$ cat config.mk
export PLATFORM = sky130hd
export DESIGN_NAME = xalu_conf_seq
export DESIGN_NICKNAME = d
export VERILOG_FILES = /design/src/rtl/xalu_conf_seq.sv
export SDC_FILE = /design/constraint.sdc
export NUM_CORES = 1
export LEC_CHECK = 0
export ABC_CLOCK_PERIOD_IN_PS = 20900
export CELL_PAD_IN_SITES_DETAIL_PLACEMENT = 0
export CELL_PAD_IN_SITES_GLOBAL_PLACEMENT = 1
export CORE_UTILIZATION = 40
export DETAILED_ROUTE_END_ITERATION = 10
export PLACE_DENSITY_LB_ADDON = 0.1
export SLEW_MARGIN = 20
export SYNTH_ARGS = -nofsm -noshare
export SYNTH_HDL_FRONTEND = slang
export SYNTH_SLANG_ARGS = --single-unit
$ cat constraint.sdc
create_clock -name clk -period 20.9 [get_ports clk]
set_input_delay 4.18 -clock clk [delete_from_list [all_inputs] [get_ports clk]]
set_output_delay 4.18 -clock clk [all_outputs]
set_load 0.05 [all_outputs]
$ cat src/rtl/xalu_conf_seq.sv
// Configuration sequencer for one xalu: a small table of configdata words with
// repeat counts, replayed onto configdata after a run command, optionally looping.
module xalu_conf_seq #(
    parameter int N_W       = 5,
    parameter int ALU_FNS_W = 4,
    parameter int CONF_W    = 2*N_W + ALU_FNS_W,
    parameter int DATA_W    = 32,
    parameter int CNT_W     = 8,
    parameter int DEPTH     = 8,
    parameter int ADDR_W    = 4
) (
    input  logic              clk,
    input  logic              rst,
    input  logic              ctrl_req,
    input  logic              ctrl_rnw,
    input  logic [ADDR_W-1:0] ctrl_addr,
    input  logic [DATA_W-1:0] ctrl_data_to_wr,
    output logic [DATA_W-1:0] ctrl_data_to_rd,
    input  logic              hold,
    output logic [CONF_W-1:0] configdata,
    output logic              busy,
    output logic              done
);

    localparam int IDX_W     = $clog2(DEPTH);
    localparam int LOOP_BIT  = 8;
    localparam int RUN_BIT   = 29;
    localparam int ABORT_BIT = 30;
    localparam int BUSY_BIT  = 31;
    localparam logic [ADDR_W-1:0] CTRL_ADDR = ADDR_W'(DEPTH);

    typedef enum logic [0:0] {
        S_IDLE = 1'b0,
        S_RUN  = 1'b1
    } state_t;

    state_t            state_q, state_d;
    logic [CONF_W-1:0] conf_q [DEPTH];
    logic [CONF_W-1:0] conf_d [DEPTH];
    logic [CNT_W-1:0]  rep_q  [DEPTH];
    logic [CNT_W-1:0]  rep_d  [DEPTH];
    logic [IDX_W-1:0]  last_q, last_d;
    logic              loop_q, loop_d;
    logic              run_q, run_d;
    logic              abort_q, abort_d;
    logic [IDX_W-1:0]  idx_q, idx_d;
    logic [CNT_W-1:0]  cnt_q, cnt_d;
    logic [CONF_W-1:0] configdata_q, configdata_d;
    logic              busy_q, busy_d;
    logic              done_q, done_d;
    logic [DATA_W-1:0] rd_q, rd_d;

    logic              wr_s, rd_s, tbl_hit_s, ctrl_hit_s;
    logic [IDX_W-1:0]  tbl_idx_s, nxt_idx_s;
    logic              unused_s;

    assign wr_s       = ctrl_req & ~ctrl_rnw;
    assign rd_s       = ctrl_req & ctrl_rnw;
    assign tbl_hit_s  = (ctrl_addr < CTRL_ADDR);
    assign ctrl_hit_s = (ctrl_addr == CTRL_ADDR);
    assign tbl_idx_s  = ctrl_addr[IDX_W-1:0];
    assign nxt_idx_s  = idx_q + IDX_W'(1);
    assign unused_s   = ^ctrl_data_to_wr;

    // Table writes; accepted in any state, a load at the same edge sees the old entry
    always_comb begin
        conf_d = conf_q;
        rep_d  = rep_q;
        if (wr_s && tbl_hit_s) begin
            conf_d[tbl_idx_s] = ctrl_data_to_wr[CONF_W-1:0];
            rep_d[tbl_idx_s]  = ctrl_data_to_wr[DATA_W-1 -: CNT_W];
        end else begin
            conf_d = conf_q;
            rep_d  = rep_q;
        end
    end

    // Control register writes; only abort is honoured while a sequence is active
    always_comb begin
        last_d  = last_q;
        loop_d  = loop_q;
        run_d   = 1'b0;
        abort_d = 1'b0;
        if (wr_s && ctrl_hit_s) begin
            if (busy_q) begin
                abort_d = ctrl_data_to_wr[ABORT_BIT];
            end else begin
                last_d = ctrl_data_to_wr[IDX_W-1:0];
                loop_d = ctrl_data_to_wr[LOOP_BIT];
                run_d  = ctrl_data_to_wr[RUN_BIT];
            end
        end else begin
            run_d   = 1'b0;
            abort_d = 1'b0;
        end
    end

    // Sequencer next state: entry load, repeat countdown, hold, loop and abort
    always_comb begin
        state_d      = state_q;
        idx_d        = idx_q;
        cnt_d        = cnt_q;
        configdata_d = configdata_q;
        busy_d       = busy_q;
        done_d       = 1'b0;
        case (state_q)
            S_IDLE: begin
                if (run_q) begin
                    state_d      = S_RUN;
                    idx_d        = IDX_W'(0);
                    cnt_d        = rep_q[0];
                    configdata_d = conf_q[0];
                    busy_d       = 1'b1;
                end else begin
                    busy_d = 1'b0;
                end
            end
            S_RUN: begin
                if (abort_q) begin
                    state_d = S_IDLE;
                    busy_d  = 1'b0;
                end else if (hold) begin
                    busy_d = 1'b1;
                end else if (cnt_q != CNT_W'(0)) begin
                    cnt_d = cnt_q - CNT_W'(1);
                end else if (idx_q != last_q) begin
                    idx_d        = nxt_idx_s;
                    cnt_d        = rep_q[nxt_idx_s];
                    configdata_d = conf_q[nxt_idx_s];
                end else if (loop_q) begin
                    idx_d        = IDX_W'(0);
                    cnt_d        = rep_q[0];
                    configdata_d = conf_q[0];
                end else begin
                    state_d = S_IDLE;
                    busy_d  = 1'b0;
                    done_d  = 1'b1;
                end
            end
            default: begin
                state_d = S_IDLE;
                busy_d  = 1'b0;
            end
        endcase
    end

    // Read data capture; unmapped bits and unmapped addresses read as zero
    always_comb begin
        rd_d = rd_q;
        if (rd_s) begin
            rd_d = '0;
            if (tbl_hit_s) begin
                rd_d[DATA_W-1 -: CNT_W] = rep_q[tbl_idx_s];
                rd_d[CONF_W-1:0]        = conf_q[tbl_idx_s];
            end else if (ctrl_hit_s) begin
                rd_d[IDX_W-1:0] = last_q;
                rd_d[LOOP_BIT]  = loop_q;
                rd_d[BUSY_BIT]  = busy_q;
            end else begin
                rd_d = '0;
            end
        end else begin
            rd_d = rd_q;
        end
    end

    // Table storage
    always_ff @(posedge clk or posedge rst) begin
        if (rst) begin
            for (int i = 0; i < DEPTH; i++) begin
                conf_q[i] <= '0;
                rep_q[i]  <= '0;
            end
        end else begin
            conf_q <= conf_d;
            rep_q  <= rep_d;
        end
    end

    // Control, sequencer and output registers
    always_ff @(posedge clk or posedge rst) begin
        if (rst) begin
            state_q      <= S_IDLE;
            last_q       <= '0;
            loop_q       <= 1'b0;
            run_q        <= 1'b0;
            abort_q      <= 1'b0;
            idx_q        <= '0;
            cnt_q        <= '0;
            configdata_q <= '0;
            busy_q       <= 1'b0;
            done_q       <= 1'b0;
            rd_q         <= '0;
        end else begin
            state_q      <= state_d;
            last_q       <= last_d;
            loop_q       <= loop_d;
            run_q        <= run_d;
            abort_q      <= abort_d;
            idx_q        <= idx_d;
            cnt_q        <= cnt_d;
            configdata_q <= configdata_d;
            busy_q       <= busy_d;
            done_q       <= done_d;
            rd_q         <= rd_d;
        end
    end

    assign configdata      = configdata_q;
    assign busy            = busy_q;
    assign done            = done_q;
    assign ctrl_data_to_rd = rd_q;

endmodule

Word level (Yosys, flattened, before mapping)
Index checks and enable logic that the tools add are counted.
Word-level totals
  output and inout bits: 48
  input port bits: 41
  logic and storage cells: 126
  register bits: 232
Operators by class
  bitwise operators: 7
  reductions and logical operators: 8
  multiplexer cells: 67
  equality and inequality tests: 11
  add/sub/neg operators: 2
  magnitude comparators: 4
Operators by type and width (number)
  14-bit 2-to-1 mux: 12
  112-bit bitwise mux: 1
  8-bit 2-to-1 mux: 12
  14-bit binary-select mux with 3-bit select: 2
  64-bit bitwise mux: 1
  8-bit binary-select mux with 3-bit select: 2
  14-bit demux with 3-bit select: 1
  14-bit case mux with 2 select lines: 1
  8-bit demux with 3-bit select: 1
  1-bit 2-to-1 mux: 23
  3-bit 2-to-1 mux: 7
  8-bit case mux with 2 select lines: 1
  4-bit greater-or-equal comparator (second input constant): 2
  2-bit inequality test (second input constant): 4
  4-bit inequality test (second input constant): 2
  3-bit NOT with 4-bit output: 2
  8-bit nonzero test: 1
  8-bit by 1-bit subtractor with 8-bit output (second input constant): 1
  3-bit case mux with 2 select lines: 1
  5-bit AND reduction: 1
  4-bit == test (second input constant): 1
  4-bit by 1-bit less-than comparator with 1-bit output (second input constant): 1
  4-bit less-than comparator (second input constant): 1
  4-bit by 1-bit inequality test with 1-bit output (second input constant): 1
  11 further kinds: 17

Logic depth before layout (Yosys ltp)
Gate-level depths: netlist of the first run.
  depth in word-level cells: 10
  depth in mapped cells: 8

Least setup slack after synthesis of the first run
OpenSTA, ideal clock, no wires.
  path type: input to register
  start: input port ctrl_addr[1]
  end: register conf_q[0] (netlist name)
  data arrival time: 5.695 ns
  path buffers: 3
  slack: 15.080 ns
  cell stages on the path: 7
  cells stage by stage: buf_2 > clkinv_1 > nor3_1 > and2_0 > clkbuf_1 > buf_4 > mux2_2
Between the ends
  longest elaborated chain between the ends: 6
  elaborated cells between the ends (all ways): 9
RTL lines
  from (decl): RTL line 16  | input logic [ADDR_W-1:0] ctrl_addr,
  3-bit NOT with 4-bit output (not written as such): RTL line 70  | conf_d[tbl_idx_s] = ctrl_data_to_wr[CONF_W-1:0];
  4-bit greater-or-equal comparator (not written as such) / 4-bit by 1-bit less-than comparator with 1-bit output (equally long branches): RTL line 70
  1-bit logical AND (not written as such): RTL line 70
  14-bit 2-to-1 mux (not written as such): RTL line 70
  14-bit demux with 3-bit select: RTL line 70
  112-bit bitwise mux: RTL line 70
  to (signal assigned): RTL line 175  | conf_q <= conf_d;
  to (decl): RTL line 38  | logic [CONF_W-1:0] conf_q [DEPTH];
Several ways; a longest one is shown, not always the timed one.
A chain may end at the register's enable or synchronous reset.

Final worst setup path of the first run
  start: input port ctrl_addr[2]
  end: register conf_q[1] (netlist name)
Same word-level chain as after synthesis.

==> results.cfg, run 1 <==
[placed_design]
port_buffers = 68
dp_hpwl_um = 20800
gp_routability_congestion = 0.777
dp_cells = 1349

[synthesis]
yosysTopAreaCell = dfrtp_1
yosysWarnings = 0
ys_seq_area_share_pct = 48.2
synth.area.top_cells = dfrtp_1 (48%), mux2_2 (18%), mux4_2 (12%), nand2_1 (2.8%), mux2i_1 (2.3%)
netlist.area_leader.share_pct = 48.2
avgSynthCellArea_sq_um = 12.9
syn_area_sq_mm = 0.0120
post_synth_num_cell_types = 61
ys_ff_latch = 232
synthArstFlopShare_pct = 100
synthFlopType = dfrtp_1
syn_inst = 934
synth_edf_count = 0

[die]
fp-row-count = 63
ios = 89
start_util_pct = 40.6
fp.dieW_um = 175
dieArea_sq_mm = 0.0308
die_h_um = 175
coreArea_sq_mm = 0.0296

[global_routing]
grt_overflow_total = 0
grt_pass1_vias = 8364
grt_pass1_wl_um = 53000
grt_max_degree = 98
antenna_found_initial = 0
grt_usage_pct = 23.0

[cts]
clock_sinks = 232
cts_buffers = 27
clk_latency_ns = 0.54
clk_path_buf_depth = 3
cts.clk_slew.worst_paths_ns = 0.06
post_cts_resized = 0
root_buffer = clkbuf_16
ctsHoldBuffers = 0
cts_tree = built
cts_setup_buffers = 0
h-tree-depth = 1

[setup_path]
cp-end-kind = flop
slowest_stage = and2_1
cp-start-kind = input port
critical_path_required_ns = 21.32
path_class = input port to flop
worstPathCellList = clkdlybuf4s50_1, buf_4, and2_0, and2_1, buf_4, mux2_2
critical_path.max_stage_delay_ns = 0.66
cp_common_cell = buf_4
cp_data_arrival_time_ns = 7.14
crit_fanout = 32

[drt]
vias = 8026
wl_per_cell_um = 24.1
routed_via_density = 5.73
dr.pass1.iters = 4
routed_wl_um = 33800
drt_iter0_drc = 525
route.detailed.drc = 0
drt.antenna.violating_nets = 0

[hold_path]
hp-class = flop to flop

[sta]
period_share_pct = 32.1
rsz0062_at_grt = no
fin_hold_ws_ns = 0.457
fin_skew_ns = 0.00772
relSlewSlack_pct = 28.2
setup_viol = 0
fmax_mhz = 149
hold_viol = 0
period_needed_ns = 6.72
worstMarginPinSlew_ns = 1.07
drv_slew = 0
finalSetupTns_ns = 0

[final_layout]
drive_gt1_share_pct = 33.0
final_cell_mix = dfrtp_1 (231), mux2_2 (188), nand2_1 (89), clkdlybuf4s50_1 (66), mux4_2 (62)
syn_to_final_growth_pct = 16.3
final_common_cell = dfrtp_1
fin_nets = 1033
antenna_cells = 0
finish.utilization_pct = 47.2
final_cell_count_no_fill = 1400

[power_and_ir_drop]
swShare_pct = 36.4
leakage_uw = 0.00605
ir_drop_mv = 0.0618
internal-power_uw = 1140
power_frac_comb_pct = 38.6
powerDensity_mw_per_mm2 = 128
seqPwrFrac_pct = 35.8
power.switching_uw = 652
p_clk_share_pct = 25.6

[outcome]
status = completed

[job]
cap_violations = 0
-- through the flow --
step | power, uW | area [sq um] | worst slack [ns]
after floorplan | 1130 | 12100 | 10.36
after global placement | 1330 | 13100 | 13.61
after detailed placement | 1350 | 13100 | 13.62
after CTS | 1810 | 14000 | 14.19
after global routing | 1900 | 14000 | 14.08
final | 1790 | 14000 | 14.18
-- critical path, delay by kind of cell --
family / cells / cell delay, ns
and+or+nand+nor: 2 / 1.27
muxes: 1 / 0.37
buffers and inverters: 3 / 1.27
-- flip-flops by register name, summed over array words and instances (netlist names) --
name and cells:
rep_q 64, loop_q 1, abort_q 1, ctrl_data_to_rd 22
cnt_q 8, done 1, run_q 1, idx_q 3
last_q 3, state_q 1, configdata 14, busy 1
conf_q 112
-- area by class of cell --
cell class | instances | area [sq um]
timing repair buffer | 91 | 886
clock inverter | 6 | 36.3
inverter | 11 | 48.8
clock buffer | 44 | 830
fill | 2723 | 15600
tap | 390 | 488
multi-input combinational | 626 | 5900
sequential | 232 | 5810
-- cell usage after synthesis, types with 3 or more instances --
master,number
clkbuf_1,25
nand2_1,89
inv_1,10
a21oi_1,18
o31ai_1,5
o21ai_0,40
a221oi_1,7
and3_1,4
or2_2,4
and2_0,3
a22oi_1,9
mux4_2,62
ha_1,3
mux4_1,4
mux2i_1,28
a211oi_1,3
nand3_1,14
buf_4,13
nand4_1,3
xor2_1,5
nor3_1,7
a22o_1,4
buf_2,25
o22ai_1,6
nor2_1,32
a21o_1,18
buf_1,11
o221ai_1,4
mux2_2,188
a31oi_1,3
dfrtp_1,232
a311oi_1,15
nand2b_1,3
xnor2_1,4
-- power by group through the flow --
stage	combinational [uW]	clock, uW	sequential [uW]
floorplan	449	0	682
global placement	681	0	647
detailed placement	696	0	649
CTS	697	472	642
global route	749	490	658
finish	692	458	642
-- kinds of logic (layout without fill, tap and decap cells) --
| kind of cell | Yosys count | count (layout) | synth area share [%] |
|---|---|---|---|
| muxes | 282 | 282 | 32.4 |
| and+or+nand+nor | 174 | 174 | 6.55 |
| buffers and inverters | 85 | 152 | 3.32 |
| AOI/OAI and AO/OA | 147 | 147 | 8.28 |
| xor gates and xnor gates | 10 | 10 | 0.884 |
| other | 1 | 10 | 0.0312 |
| adders and majority gates | 3 | 3 | 0.312 |
| DFF | 232 | 232 | 48.2 |
-- layer usage --
| metal | up-vias | routed length, um | global-route usage (%) |
|---|---|---|---|
| li1 | 3615 | - | - |
| met4 | 0 | 625 | 5.33 |
| met5 | - | 0 | 0 |
| met3 | 53 | 1240 | 2.92 |
| met1 | 4191 | 16100 | 33.2 |
| met2 | 167 | 15800 | 36.9 |
-- path summary, 6_finish.rpt --
| kind | startpoint | end | slack (ns) | cells after the start |
|---|---|---|---|---|
| max | ctrl_addr[2] | conf_q[1]$_DFFE_PP0P_ | 14.18 | 6 |
| min | abort_q$_DFF_PP0_ | busy$_DFFE_PP0P_ | 0.46 | 1 |
| max reg2reg | cnt_q[0]$_DFFE_PP0P_ | configdata[2]$_DFFE_PP0P_ | 17.78 | 7 |
| min reg2reg | abort_q$_DFF_PP0_ | busy$_DFFE_PP0P_ | 0.46 | 1 |
| max in group asynchronous | rst | idx_q[0]$_DFFE_PP0P_ | 15.39 | 3 |
| min in group asynchronous | rst | ctrl_data_to_rd[30]$_DFFE_PP0P_ | 4.16 | 2 |
No activity file was read; power rests on OpenSTA's default activity.
==> inputs of run 2 (changes only) <==
Settings changed: ABC_CLOCK_PERIOD_IN_PS 20900 to 6200.
Clock period 20.9 ns to 6.2 ns, I/O delays scaled along.
==> run 2 against run 1 <==
  * Sequential power increased to 3.4 times the previous value
  * Via count increased by 0.45%
  * Critical path depth decreased by 1
  * Global-route usage decreased by 0.32 points
  * Hold slack improved by 0.014 ns
  * Final area decreased by 0.20%
  * Largest power group unchanged
  * Highest routed layer unchanged
==> results.cfg, run 2 (synthesis results as in run 1) <==
[cts]
clk_latency_ns = 0.55
h-tree-depth = 1
cts_buffers = 27
ctsHoldBuffers = 0
cts_tree = built
cts_setup_buffers = 0
clk_path_buf_depth = 3
root_buffer = clkbuf_16
post_cts_resized = 0
clock_sinks = 232
cts.clk_slew.worst_paths_ns = 0.06

[setup_path]
cp_data_arrival_time_ns = 4.44
cp-start-kind = input port
cp-end-kind = flop
worstPathCellList = clkdlybuf4s50_1, buf_4, nor2_1, nand2_2, mux2_2
path_class = input port to flop
critical_path_required_ns = 6.62
slowest_stage = clkdlybuf4s50_1
critical_path.max_stage_delay_ns = 0.89
crit_fanout = 23

[power_and_ir_drop]
leakage_uw = 0.00603
ir_drop_mv = 0.279
powerDensity_mw_per_mm2 = 433
p_total_uw = 6050

[sta]
relSlewSlack_pct = 34.4
fin_hold_ws_ns = 0.471
setup_viol = 0
rsz0062_at_grt = no
finalSetupTns_ns = 0
drv_slew = 0
fin_skew_ns = 0.0109
hold_viol = 0
worstMarginPinSlew_ns = 0.984
period_share_pct = 64.8
period_needed_ns = 4.02
fmax_mhz = 249
final.setup.worst_slack_ns = 2.18

[global_routing]
grt_overflow_total = 0
antenna_found_initial = 0
grt_max_degree = 123
grt_usage_pct = 22.7
grt_pass1_vias = 8121
grt_pass1_wl_um = 52600

[drt]
vias = 8062
drt.antenna.violating_nets = 0
routed_wl_um = 34000
drt_iter0_drc = 550
route.detailed.drc = 0
wl_per_cell_um = 24.3
routed_via_density = 5.77
dr.pass1.iters = 5

[final_layout]
largest_register = conf_q
regArea_sq_mm = 0.00581
syn_to_final_growth_pct = 16.1
multiInputGateArea_sq_mm = 0.00590
fin_nets = 1030
drive_gt1_share_pct = 33.1
final_common_cell = dfrtp_1
antenna_cells = 0
nFillCells = 2750
finish.utilization_pct = 47.1
largest_reg_flops = 112
final_cell_mix = dfrtp_1 (231), mux2_2 (188), nand2_1 (87), clkdlybuf4s50_1 (66), mux4_2 (62)

[die]
coreArea_sq_mm = 0.0296
die_h_um = 175
start_util_pct = 40.6
ios = 89
fp-row-count = 63
dieArea_sq_mm = 0.0308
fp.dieW_um = 175

[outcome]
status = completed

[placed_design]
pre_cts_slack_ns = 1.63
dp_hpwl_um = 20800
port_buffers = 68
gp_routability_congestion = 0.767

[job]
cap_violations = 0

[hold_path]
hp-class = flop to flop
[run 2: cell types whose count changed in the layout (fill, tap and decap cells not counted), sizes merged]
cell,delta
buf,-3
clkinv,+2
clkbuf,-1
inv,-1
[run 2: worst max-delay path, delay by kind of cell]
family        cells  cell delay (ns)
simple gates      2             1.34
buf+inv           2             1.33
mux               1             0.50
[run 2: final cells by class]
class | instances | share of cell area (%)
Inverter | 11 | 0.322
Tap cell | 390 | 3.49
Clock inverter | 7 | 0.278
Clock buffer | 43 | 5.91
Multi-Input combinational cell | 626 | 42.2
Sequential cell | 232 | 41.6
Timing Repair Buffer | 88 | 6.21
[run 2: power by group]
| group | internal (uW) | switching [uW] |
|---|---|---|
| Combinational | 1070 | 1260 |
| Clock | 907 | 641 |
| Sequential | 1850 | 310 |
[run 2: routing by layer]
layer / routed length [um] / vias to the layer above / global-route usage (%)
li1: - / 3611 / -
met1: 16000 / 4223 / 32.9
met2: 15800 / 197 / 36.2
met3: 1660 / 31 / 3.31
met4: 463 / 0 / 4.38
met5: 0 / - / 0
[run 2: final timing paths]
check / from / end / slack (ns) / cells past startpoint
max in group asynchronous: rst / conf_q[8]$_DFFE_PP0P_ / 4.39 / 3
hold / removal: configdata[11]$_DFFE_PP0P_ / configdata[11]$_DFFE_PP0P_ / 0.47 / 1
min in group asynchronous: rst / rep_q[0]$_DFFE_PP0P_ / 1.23 / 3
hold reg to reg: configdata[11]$_DFFE_PP0P_ / configdata[11]$_DFFE_PP0P_ / 0.47 / 1
setup / recovery: ctrl_addr[2] / rep_q[60]$_DFFE_PP0P_ / 2.18 / 5
setup reg to reg: cnt_q[0]$_DFFE_PP0P_ / configdata[11]$_DFFE_PP0P_ / 3.09 / 7
[run 2: per-stage QoR]
step	cells	area, sq um
floorplan	943	12100
global placement	1346	13100
detailed placement	1346	13100
CTS	1396	13900
global route	1397	14000
finish	1397	14000
==> inputs of run 3 (changes only) <==
Settings changed: ABC_CLOCK_PERIOD_IN_PS 6200 to 3400.
Clock period 6.2 ns to 3.4 ns, I/O delays scaled along.
==> run 3 against run 2 <==
  * Largest cell class unchanged
  * Highest routed layer unchanged
  * Sequential share of layout area shrank 0.87 points
  * Combinational power increased by 86%
  * Clock skew down 0.0036 ns
  * Core utilization is 1.0 points higher
==> results.cfg, run 3 (synthesis results as in run 1) <==
[cts]
cts.clk_slew.worst_paths_ns = 0.06
cts_setup_buffers = 0
ctsHoldBuffers = 0
root_buffer = clkbuf_16
post_cts_resized = 0
clk_latency_ns = 0.54
clk_path_buf_depth = 3
cts_tree = built
cts_buffers = 28
h-tree-depth = 1
clock_sinks = 232

[setup_path]
critical_path_required_ns = 3.78
cp-end-kind = flop
path_class = flop to flop
crit_fanout = 13
cp_data_arrival_time_ns = 3.07
cp-start-kind = flop

[final_layout]
drive_gt1_share_pct = 34.5
regArea_sq_mm = 0.00581
final_common_cell = dfrtp_1
largest_reg_flops = 112
nFillCells = 2730
antenna_cells = 0
fin_nets = 1061
multiInputGateArea_sq_mm = 0.00589
syn_to_final_growth_pct = 18.6
finish.utilization_pct = 48.2
largest_register = conf_q
final_cell_mix = dfrtp_1 (231), mux2_2 (188), nand2_1 (89), clkdlybuf4s50_1 (66), mux4_2 (62)

[placed_design]
gp_routability_congestion = 0.789
dp_hpwl_um = 22300
pre_cts_slack_ns = 0.443
port_buffers = 68

[drt]
m1WireLength_um = 16700
vias = 8180
drt.antenna.violating_nets = 0
wl_met2_um = 15700
dr_wl_met3_um = 1330
drt_iter0_drc = 588
dr.pass1.iters = 5
wl_per_cell_um = 24.0
routed_via_density = 5.73
top_layer_used = met4
route.detailed.drc = 0
routed_wl_um = 34300

[sta]
worstMarginPinSlew_ns = 1.02
rsz0062_at_grt = no
fmax_mhz = 371
final.setup.worst_slack_ns = 0.707
relSlewSlack_pct = 31.6
drv_slew = 0
fin_skew_ns = 0.00728
period_needed_ns = 2.69
period_share_pct = 79.2
setup_viol = 0
hold_viol = 0
fin_hold_ws_ns = 0.432

[die]
dieArea_sq_mm = 0.0308
fp-row-count = 63
coreArea_sq_mm = 0.0296
ios = 89
die_h_um = 175
start_util_pct = 40.6
fp.dieW_um = 175

[job]
cap_violations = 0

[global_routing]
antenna_found_initial = 1
grt_overflow_total = 0
grt_pass1_wl_um = 53000
grt_pass1_vias = 8357
grt_max_degree = 71
grt_usage_pct = 23.0

[power_and_ir_drop]
ir_drop_mv = 0.551
leakage_uw = 0.00620
powerDensity_mw_per_mm2 = 791

[outcome]
status = completed

[hold_path]
hp-class = input port to async pin
==> run 3: changes by cell type in the layout (fill, tap and decap cells not counted), sizes merged <==
cell | previous run | this run
inv | 10 | 9
buf | 22 | 52
clkbuf | 43 | 44
clkinv | 7 | 6
bufinv | 0 | 2
==> run 3: power by group <==
| part | internal [uW] | switching (uW) |
|---|---|---|
| registers | 3370 | 581 |
| logic | 2010 | 2340 |
| clock network | 1820 | 1170 |
| total | 7200 | 4090 |
==> run 3: final timing paths <==
kind	from	to	cells after the start	slack, ns
min in group clk	ctrl_data_to_rd[9]$_DFFE_PP0P_	ctrl_data_to_rd[9]$_DFFE_PP0P_	2	0.48
worst min register to register	ctrl_data_to_rd[9]$_DFFE_PP0P_	ctrl_data_to_rd[9]$_DFFE_PP0P_	2	0.48
max in group asynchronous	rst	conf_q[17]$_DFFE_PP0P_	3	2.08
worst min-delay path	rst	rep_q[32]$_DFFE_PP0P_	2	0.43
worst max register to register	idx_q[0]$_DFFE_PP0P_	cnt_q[6]$_DFFE_PP0P_	6	0.71
worst max-delay path	idx_q[0]$_DFFE_PP0P_	cnt_q[6]$_DFFE_PP0P_	6	0.71
==> run 3: layer usage <==
metal / track usage [%] / vias to the layer above
li1: - / 3672
met3: 2.55 / 40
met1: 34.7 / 4295
met2: 35.8 / 173
met5: 0 / -
met4: 4.89 / 0
==> run 3: layout make-up <==
| cell class | count | area share (%) |
|---|---|---|
| Multi-Input combinational cell | 626 | 41.3 |
| Clock inverter | 7 | 0.596 |
| Clock buffer | 44 | 5.83 |
| Timing Repair Buffer | 118 | 7.87 |
| Sequential cell | 232 | 40.7 |
| Inverter | 11 | 0.316 |
| Tap cell | 390 | 3.42 |
==> run 3: stage by stage <==
stage                     TNS (ns)  std cells  power [uW]  instance area, sq um
after floorplan             -73.30        943        6950                 12100
after global placement           0       1377        8340                 13400
after detailed placement         0       1377        8380                 13400
after CTS                        0       1428       11400                 14300
after global routing             0       1428       11900                 14300
final                            0       1428       11300                 14300
==> run 3: critical path, cell delays in order, from the launching register on <==
cell and delay (ns):
dfrtp_2 0.52, ha_2 0.67, mux4_2 0.55, mux2i_1 0.27
nor3_1 0.10, a221oi_1 0.29, o21ai_0 0.12
